[src/rtl/gfx256_wbm_read_arb.sv]
// Round-robin Wishbone read master for the z and texture requesters,
// with a one-line read buffer per port so same-line re-reads skip the bus.
module gfx256_wbm_read_arb #(
  parameter int MDW      = 256,
  parameter bit LINE_BUF = 1'b1
) (
  input  logic           clk_i,
  input  logic           rst_i,
  input  logic           z_request_i,
  input  logic [31:0]    z_addr_i,
  input  logic [31:0]    z_sel_i,
  output logic           z_ack_o,
  output logic [MDW-1:0] z_data_o,
  input  logic           tex_request_i,
  input  logic [31:0]    tex_addr_i,
  input  logic [31:0]    tex_sel_i,
  output logic           tex_ack_o,
  output logic [MDW-1:0] tex_data_o,
  input  logic           z_inv_i,
  input  logic           tex_inv_i,
  output logic           busy_o,
  output logic           err_o,
  output logic           m_cyc_o,
  output logic           m_stb_o,
  output logic           m_we_o,
  output logic [31:0]    m_sel_o,
  output logic [31:0]    m_adr_o,
  input  logic [MDW-1:0] m_dat_i,
  input  logic           m_ack_i,
  input  logic           m_err_i
);

  localparam int OFS = $clog2(MDW / 8);
  localparam int TW  = 32 - OFS;

  typedef enum logic [1:0] {IDLE, BUS, RESP} state_t;

  state_t         state, state_next;
  logic           gnt_tex, last_tex, pick_tex, any_req, hit;
  logic           inv_gnt, inv_seen, cyc;
  logic [31:0]    req_addr, req_sel, adr_q, sel_q;
  logic [TW-1:0]  z_tag, tex_tag;
  logic           z_valid, tex_valid;
  logic [MDW-1:0] z_line, tex_line;

  // With both requesting, last_tex picks the port not granted last.
  always_comb begin
    any_req  = z_request_i | tex_request_i;
    pick_tex = tex_request_i & (~z_request_i | ~last_tex);
    req_addr = pick_tex ? tex_addr_i : z_addr_i;
    req_sel  = pick_tex ? tex_sel_i : z_sel_i;
    if (pick_tex)
      hit = LINE_BUF && tex_valid && (tex_tag == req_addr[31:OFS]) && !tex_inv_i;
    else
      hit = LINE_BUF && z_valid && (z_tag == req_addr[31:OFS]) && !z_inv_i;
    inv_gnt = gnt_tex ? tex_inv_i : z_inv_i;
  end

  always_ff @(posedge clk_i or posedge rst_i) begin
    if (rst_i) state <= IDLE;
    else       state <= state_next;
  end

  always_comb begin
    state_next = state;
    case (state)
      IDLE:    if (any_req) state_next = hit ? RESP : BUS;
      BUS:     if (m_ack_i || m_err_i) state_next = RESP;
      RESP:    state_next = IDLE;
      default: state_next = IDLE;
    endcase
  end

  always_ff @(posedge clk_i or posedge rst_i) begin
    if (rst_i) begin
      gnt_tex   <= 1'b0;
      last_tex  <= 1'b0;
      adr_q     <= '0;
      sel_q     <= '0;
      inv_seen  <= 1'b0;
      cyc       <= 1'b0;
      err_o     <= 1'b0;
      z_tag     <= '0;
      tex_tag   <= '0;
      z_valid   <= 1'b0;
      tex_valid <= 1'b0;
      z_line    <= '0;
      tex_line  <= '0;
    end else begin
      err_o <= 1'b0;
      if (z_inv_i)   z_valid   <= 1'b0;
      if (tex_inv_i) tex_valid <= 1'b0;
      case (state)
        IDLE: if (any_req) begin
          gnt_tex  <= pick_tex;
          last_tex <= pick_tex;
          adr_q    <= {req_addr[31:OFS], {OFS{1'b0}}};
          sel_q    <= req_sel;
          inv_seen <= 1'b0;
          cyc      <= !hit;
        end
        BUS: begin
          inv_seen <= inv_seen | inv_gnt;
          // Error outranks a simultaneous ack; a fill that overlaps an
          // invalidate is delivered but not kept valid.
          if (m_err_i) begin
            cyc   <= 1'b0;
            err_o <= 1'b1;
            if (gnt_tex) begin
              tex_line  <= '0;
              tex_valid <= 1'b0;
            end else begin
              z_line  <= '0;
              z_valid <= 1'b0;
            end
          end else if (m_ack_i) begin
            cyc <= 1'b0;
            if (gnt_tex) begin
              tex_line  <= m_dat_i;
              tex_tag   <= adr_q[31:OFS];
              tex_valid <= LINE_BUF && !(inv_seen || inv_gnt);
            end else begin
              z_line  <= m_dat_i;
              z_tag   <= adr_q[31:OFS];
              z_valid <= LINE_BUF && !(inv_seen || inv_gnt);
            end
          end
        end
        default: ;
      endcase
    end
  end

  assign m_cyc_o    = cyc;
  assign m_stb_o    = cyc;
  assign m_we_o     = 1'b0;
  assign m_adr_o    = adr_q;
  assign m_sel_o    = sel_q;
  assign busy_o     = (state != IDLE);
  assign z_ack_o    = (state == RESP) && !gnt_tex;
  assign tex_ack_o  = (state == RESP) && gnt_tex;
  assign z_data_o   = z_line;
  assign tex_data_o = tex_line;

endmodule

[config.mk]
export PLATFORM = sky130hd
export DESIGN_NAME = gfx256_wbm_read_arb
export DESIGN_NICKNAME = d
export VERILOG_FILES = /design/src/rtl/gfx256_wbm_read_arb.sv
export SDC_FILE = /design/constraint.sdc
export NUM_CORES = 1
export LEC_CHECK = 0
export CORE_AREA = 2 2 381 383
export DETAILED_ROUTE_END_ITERATION = 8
export DIE_AREA = 0 0 383 385
export PLACE_DENSITY = 0.37
export SYNTH_ARGS = -nofsm -noshare
export SYNTH_HDL_FRONTEND = slang
export SYNTH_SLANG_ARGS = --single-unit
export TNS_END_PERCENT = 5
[constraint.sdc]
create_clock -name clk_i -period 33.4 [get_ports clk_i]
set_input_delay 10.02 -clock clk_i [delete_from_list [all_inputs] [get_ports clk_i]]
set_output_delay 10.02 -clock clk_i [all_outputs]
set_load 0.01 [all_outputs]
## After elaboration in Yosys (flattened, before gate mapping)

Cells that the tools add are included.
Widths: inputs -> output; s select.

- Bitwise logic cells: 7
- Mux-type cells: 36
- Reductions and logical operators: 25
- Equality and inequality tests: 7

Operator list:

| cell | number |
|---|---|
| $mux 256 | 8 |
| $mux 32 | 2 |
| $eq 27x27->1 | 2 |
| $mux 1 | 20 |
| $reduce_and 3->1 | 3 |
| $reduce_and 4->1 | 2 |
| $logic_and 1x1->1 | 6 |
| $mux 2 | 3 |
| $reduce_and 2->1 | 3 |
| $reduce_bool 2->1 | 3 |
| $logic_not 1->1 | 5 |
| $ne 2x2->1 const B | 2 |
| $pmux 1 s2 | 2 |
| $pmux 2 s2 | 1 |
| $ne 3x3->1 const B | 1 |
| $not 1->1 | 3 |
| $or 1x1->1 | 3 |
| $eq 2x1->1 const B | 1 |
| $eq 2x2->1 const B | 1 |
| $logic_not 2->1 | 1 |
| $logic_or 1x1->1 | 2 |
| $and 1x1->1 | 1 |

- Logic and storage cells: 88
- Output and inout bits: 583
- Input bits: 392
- Bits in registers: 633

## Logic depth before layout (Yosys ltp)

Gate-level depths: netlist (run 1).

- Word-level depth: 11
- Mapped depth: 8
- Depth with buffers taken out: 7

## Worst setup path before layout (run 1)

No wires, ideal clock.

- Kind: in2reg
- From: input tex_request_i
- To: register state[1]
- Stages: 8
- Library setup time: 0.065 ns
- Path slack: 21.741 ns
- Required time: 33.335 ns
- Data arrival time: 11.594 ns
- Buffers on the path: 1
- Path through: a21boi_4 > buf_6 > mux2i_1 > o22ai_1 > a221oi_1 > o311ai_1 > o32ai_2 > o22a_1

- Cells in the longest elaborated chain, start to end: 9
- Elaborated cells on any way between the ends: 15
- Those cells by class: 3 x eq/ne; 5 x mux; 2 x bitwise; 5 x reduce/logical

Ends and longest elaborated chain:

| element | RTL line | source |
|---|---|---|
| from (decl) | 14 | `input logic tex_request_i,` |
| $and 1x1->1 | 49 | `pick_tex = tex_request_i & (~z_request_i \| ~last_tex);` |
| $mux 32 | 50 | `req_addr = pick_tex ? tex_addr_i : z_addr_i;` |
| $eq 27x27->1, on equally long branches | 55, 53 |  |
| $logic_and 1x1->1, on equally long branches (2 in a row) | 55, 53 |  |
| $mux 1 | 52 | `if (pick_tex)` |
| $mux 2 (2 in a row) | 67 | `IDLE: if (any_req) state_next = hit ? RESP : BUS;` |
| $pmux 2 s2 | 66 | `case (state)` |
| to (signal assigned) | 61 | `else state <= state_next;` |
| to (decl) | 38 | `state_t state, state_next;` |

Several ways; a longest one is shown, not always the timed one. The select of a mux whose other input is x is not followed.
A chain may end at the register's enable or synchronous reset.

## Final worst setup path (run 1)

- From: input m_ack_i
- To: register tex_line[60] (netlist: tex_data_o[60])

- Cells in the longest elaborated chain, start to end: 2

Ends and longest elaborated chain:

| element | RTL line | source |
|---|---|---|
| from (decl) | 29 | `input logic m_ack_i,` |
| $reduce_bool 2->1 (no source line) | -- |  |
| $reduce_and 3->1 (no source line) | -- |  |
| to (signal assigned) | 119 | `tex_line <= m_dat_i;` |
| to (decl) | 44 | `logic [MDW-1:0] z_line, tex_line;` |

Every way passes these cells.

==> results of run 1 <==
critical path: stages:
cell and delay, ns:
clkdlybuf4s50_1 0.54, nand3_1 0.66, nor2_4 0.86, buf_4 0.83
buf_4 0.70, a22o_1 0.23
state kept, by name, summed over array words and instances (netlist names), 2 cells and up:
signal	cells
z_data_o	256
tex_tag	27
m_adr_o	27
m_sel_o	32
z_tag	27
tex_data_o	256
state	2
report_power, final:
part,total [uW],switching (uW),internal [uW]
Clock,900,373,527
Combinational,1380,647,736
Sequential,1270,206,1060
final timing paths:
path / endpoint / slack (ns) / cells past startpoint
worst max-delay path: tex_data_o[60] / 19.97 / 6
worst min-delay path: tex_data_o[243] / 0.49 / 2
worst max register to register: tex_data_o[60] / 28.99 / 6
worst min register to register: tex_data_o[243] / 0.49 / 2
max in group asynchronous: tex_data_o[243] / 20.22 / 5
min in group asynchronous: tex_data_o[164] / 9.93 / 2
layout make-up:
type,count,area share [%]
Multi-Input combinational cell,973,19.2
Clock inverter,30,0.934
Sequential cell,633,41.5
Tap cell,1903,6.23
Clock buffer,115,6.19
Antenna cell,8,0.0524
Timing Repair Buffer,984,25.7
Inverter,27,0.285
cell usage in the layout (no fill, tap or decap), types with 26 or more instances in the layout:
master,instances
clkdlybuf4s50_1,958
dfrtp_1,633
a22o_1,500
nand2_1,134
clkbuf_16,81
nor2_1,51
o21ai_0,43
a31oi_1,43
mux2_2,42
inv_1,26
through the flow:
step           cell area [um2]  total power [uW]  setup WS (ns)  hold slack [ns]  instances
4_1_cts                  38200              3620          19.90            0.490       4665
3_3_place_gp             35500              2670          19.19            0.480       4520
3_5_place_dp             35500              2680          19.13            0.478       4520
2_1_floorplan            23900              1810           5.65            0.484       1785
6_report                 38200              3550          19.97            0.488       4673
5_1_grt                  38200              3740          19.66            0.508       4669
metal layers:
metal | part of all wire (%) | GRT usage, %
met2 | 51 | 26.4
met1 | 39 | 17.2
met5 | 0.092 | 0
met4 | 2.4 | 4.60
met3 | 8.0 | 5.09
logic make-up after synthesis:
group,Yosys count,synth area share [%]
xor+xnor,34,1.25
flops,633,66.4
mux,61,2.78
other cells,1,0.0157
buf+inv,179,3.14
compound gates,639,22.3
simple gates,233,4.12
==> results.cfg, run 1 <==
[placement]
port_buffers = 958
gp_congestion = 0.854
hpwl_um = 83900

[finish]
final_core_util_pct = 26.7
area_growth_pct = 60.2
nFillCells = 14800
drive_above_1_share_pct = 7.68
multi_input_area_um2 = 7320
seq_area_um2 = 15800
final_nets = 3092

[critical_path]
cp-start-kind = primary input
setup.worst_path.class = in2reg
cp.required_ns = 34.00
reg2reg_from = state[0]
crit_arrival_ns = 14.02
path_max_fanout = 70
cp-startpoint = m_ack_i
end_kind = register

[clocking]
cts_hold_buf = 0
ctsResizeCount = 0
cts_tree = built
cts_buffer_depth = 3
cts.sinks = 633
cts.reportedPaths.clkPinSlew_ns = 0.05
cts_root_buffer = clkbuf_16
insertion_delay_ns = 0.67
post-cts-setup-buffers = 0
cts-buffers-inserted = 81
htreeDepth = 3

[global_route]
grt_max_degree = 153
grt_pass1_vias = 21000
antenna_found_initial = 23
grt_remaining_overflow = 0
grtUsageTotal_pct = 15.1
grt_pass1_wl_um = 163000

[drt]
drtIter0Drc = 990
first_pass_iters = 5
via_per_inst = 4.21
route.detailed.drc = 0
routedWlPerCell_um = 24.8
wirelength_um = 116000
vias = 19700
ant_nets = 0

[synth]
ys_warn_count = 0
synth_area_leaders = dfrtp_1 (66%), a22o_1 (18%), nand2_1 (2.1%)
synth_top_area_share_pct = 66.4
ys_seq_area_share_pct = 66.4
synth_area_um2 = 23800
ys.flop_type = dfrtp_1
synth-edff-count = 0
post-synth-top-count-cell = dfrtp_1
ys_types = 49
synth_commonest_cells = dfrtp_1 (633), a22o_1 (500), nand2_1 (135)
yosysTopAreaCell = dfrtp_1
synth_area_per_cell_um2 = 13.4
synth-seq-cells = 633
synth-async-reset-ratio_pct = 100
postSynthCellCount = 1780

[timing]
rsz0062_at_grt = false
final_max_slew_viol_count = 0
worst_pin_slew_ns = 1.34
timing.slew.headroom_pct = 10.4
fmax_ghz = 0.0745
finClkSkew_ns = 0.0148
post-route-period-util_pct = 40.2
finalSetupViolations = 0
period_minus_slack_ns = 13.43
hold_viol = 0
fin_setup_tns_ns = 0

[floorplan]
start_util_pct = 16.7
die_x_um = 383
core_area_um2 = 143000
fp.dieH_um = 385
pin_count = 975
dieArea_um2 = 147000
rows = 139

[hold_path]
hold_path_class = reg2reg
hp-start = tex_data_o[243]

[pwr]
powerDensity_nw_per_um2 = 93.0
ir_drop_uv = 35.7
p_leak_uw = 0.0162

[run]
timing.max_cap.violations = 0

[outcome]
outcome = completed
No activity file was read; power rests on OpenSTA's default activity.
==> run 2, diff against run 1 <==
==> constraint.sdc (replaced) <==
create_clock -name clk_i -period 12.95 [get_ports clk_i]
set_input_delay 3.885 -clock clk_i [delete_from_list [all_inputs] [get_ports clk_i]]
set_output_delay 3.885 -clock clk_i [all_outputs]
set_load 0.01 [all_outputs]
==> run 2 against run 1 <==
Effect of this change: die area did not move; largest cell class unchanged; highest routed layer unchanged; sequential share of layout area fell by 0.088 points; first-iteration DRC count fell by 7.2%; non-clock buffer count fell by 3; largest power group unchanged; utilization rose by 0.057 points; critical path depth rose by 3; final cell count fell by 0.15%; register-to-register slack got worse by 20 ns.
==> results.cfg, run 2 (same netlist as run 1, synthesis figures left out) <==
[timing]
post-route-period-util_pct = 56.6
hold_slack_ns = 0.487
finalSetupViolations = 0
period_minus_slack_ns = 7.33
rsz0062_at_grt = false
fin_setup_tns_ns = 0
fmax_ghz = 0.136
final_max_slew_viol_count = 0
timing.slew.headroom_pct = 9.90
finClkSkew_ns = 0.0310
worst_pin_slew_ns = 1.35
hold_viol = 0

[clocking]
cts.reportedPaths.clkPinSlew_ns = 0.06
htreeDepth = 3
cts_tree = built
cts_root_buffer = clkbuf_16
cts.sinks = 633
insertion_delay_ns = 0.67
cts-buffers-inserted = 83
post-cts-setup-buffers = 0
cts_buffer_depth = 3
ctsResizeCount = 0
cts_hold_buf = 0

[critical_path]
cp-start-kind = primary input
path_max_fanout = 35
crit_arrival_ns = 7.86
end_kind = register
cp.required_ns = 13.48
setup.worst_path.class = in2reg

[pwr]
p_switching_uw = 3150
p_comb_share_pct = 38.8
p_sw_share_pct = 34.3
p_clk_share_pct = 25.5
ir_drop_uv = 112
internal_power_uw = 6030
p_leak_uw = 0.0162
seqPwrFrac_pct = 35.7
powerDensity_nw_per_um2 = 240

[run]
timing.max_cap.violations = 0

[drt]
dr_wl_met3_um = 9100
routedWlPerCell_um = 24.6
met1_length_um = 43300
drtIter0Drc = 919
via_per_inst = 4.22
dr_wl_met2_um = 58900
wirelength_um = 115000
vias = 19700
ant_nets = 0
top_layer = met5
first_pass_iters = 5
route.detailed.drc = 0

[outcome]
outcome = completed

[global_route]
grt_remaining_overflow = 0
grt_max_degree = 144
grt_pass1_vias = 21100
grtUsageTotal_pct = 15.0
grt_pass1_wl_um = 162000
antenna_found_initial = 15

[floorplan]
pin_count = 975
core_area_um2 = 143000
rows = 139
dieArea_um2 = 147000
die_x_um = 383
start_util_pct = 16.7
fp.dieH_um = 385

[finish]
area_growth_pct = 60.5
drive_above_1_share_pct = 7.46
final_common_cell = clkdlybuf4s50_1
mostFrequentLayoutCells = clkdlybuf4s50_1 (958), dfrtp_1 (633), a22o_1 (500)
final_nets = 3091

[hold_path]
hold_path_class = reg2reg

[placement]
hpwl_um = 82100
port_buffers = 958
gp_congestion = 0.862
==> run 2: metal layers <==
layer,GRT usage (%),vias up
met2,26.7,803
met5,0,-
met3,5.08,162
li1,-,8486
met1,16.9,10200
met4,4.80,8
==> run 2: cell type report <==
class	count	area, um2
Antenna cell	3	7.51
Clock buffer	119	2410
Clock inverter	27	382
Fill cell	14800	105000
Inverter	27	105
Multi-Input combinational cell	973	7320
Sequential cell	633	15800
Tap cell	1903	2380
Timing Repair Buffer	981	9840
==> run 2: path summary, 6_finish.rpt <==
| kind | start | to | slack, ns | cells after the start |
|---|---|---|---|---|
| worst max-delay path | z_request_i | state[0] | 5.62 | 9 |
| worst min-delay path | tex_data_o[243] | tex_data_o[243] | 0.49 | 2 |
| worst max register to register | state[0] | tex_data_o[210] | 8.65 | 6 |
| worst min register to register | tex_data_o[243] | tex_data_o[243] | 0.49 | 2 |
| max in group asynchronous | rst_i | tex_data_o[151] | 7.11 | 5 |
| min in group asynchronous | rst_i | z_data_o[21] | 3.81 | 3 |
==> run 2: metrics by stage <==
step / util [%] / cell area (um2) / total power, uW / setup slack, ns / std cells
2_1_floorplan: - / 23900 / 4670 / 0.420 / 1785
3_3_place_gp: 24.8 / 35500 / 6900 / 4.88 / 4517
3_5_place_dp: 24.8 / 35500 / 6920 / 4.79 / 4517
4_1_cts: 26.7 / 38300 / 9360 / 5.53 / 4663
5_1_grt: 26.7 / 38300 / 9690 / 5.34 / 4665
6_report: 26.7 / 38300 / 9180 / 5.62 / 4666
==> run 2: worst max-delay path, stage by stage <==
cell and delay, ns:
clkdlybuf4s50_1 0.55, a21boi_4 0.90, buf_4 0.63, mux2i_1 0.59, xnor2_1 0.18, a221oi_1 0.29
o311ai_1 0.19, o32ai_2 0.45, o21ai_0 0.14
==> run 2: power by group through the flow <==
stage,sequential [uW],combinational (uW),clock [uW]
final,3280,3560,2340
after CTS,3280,3650,2440
after floorplan,3490,1180,0
after global routing,3370,3810,2510
after detailed placement,3290,3630,0
after global placement,3270,3620,0
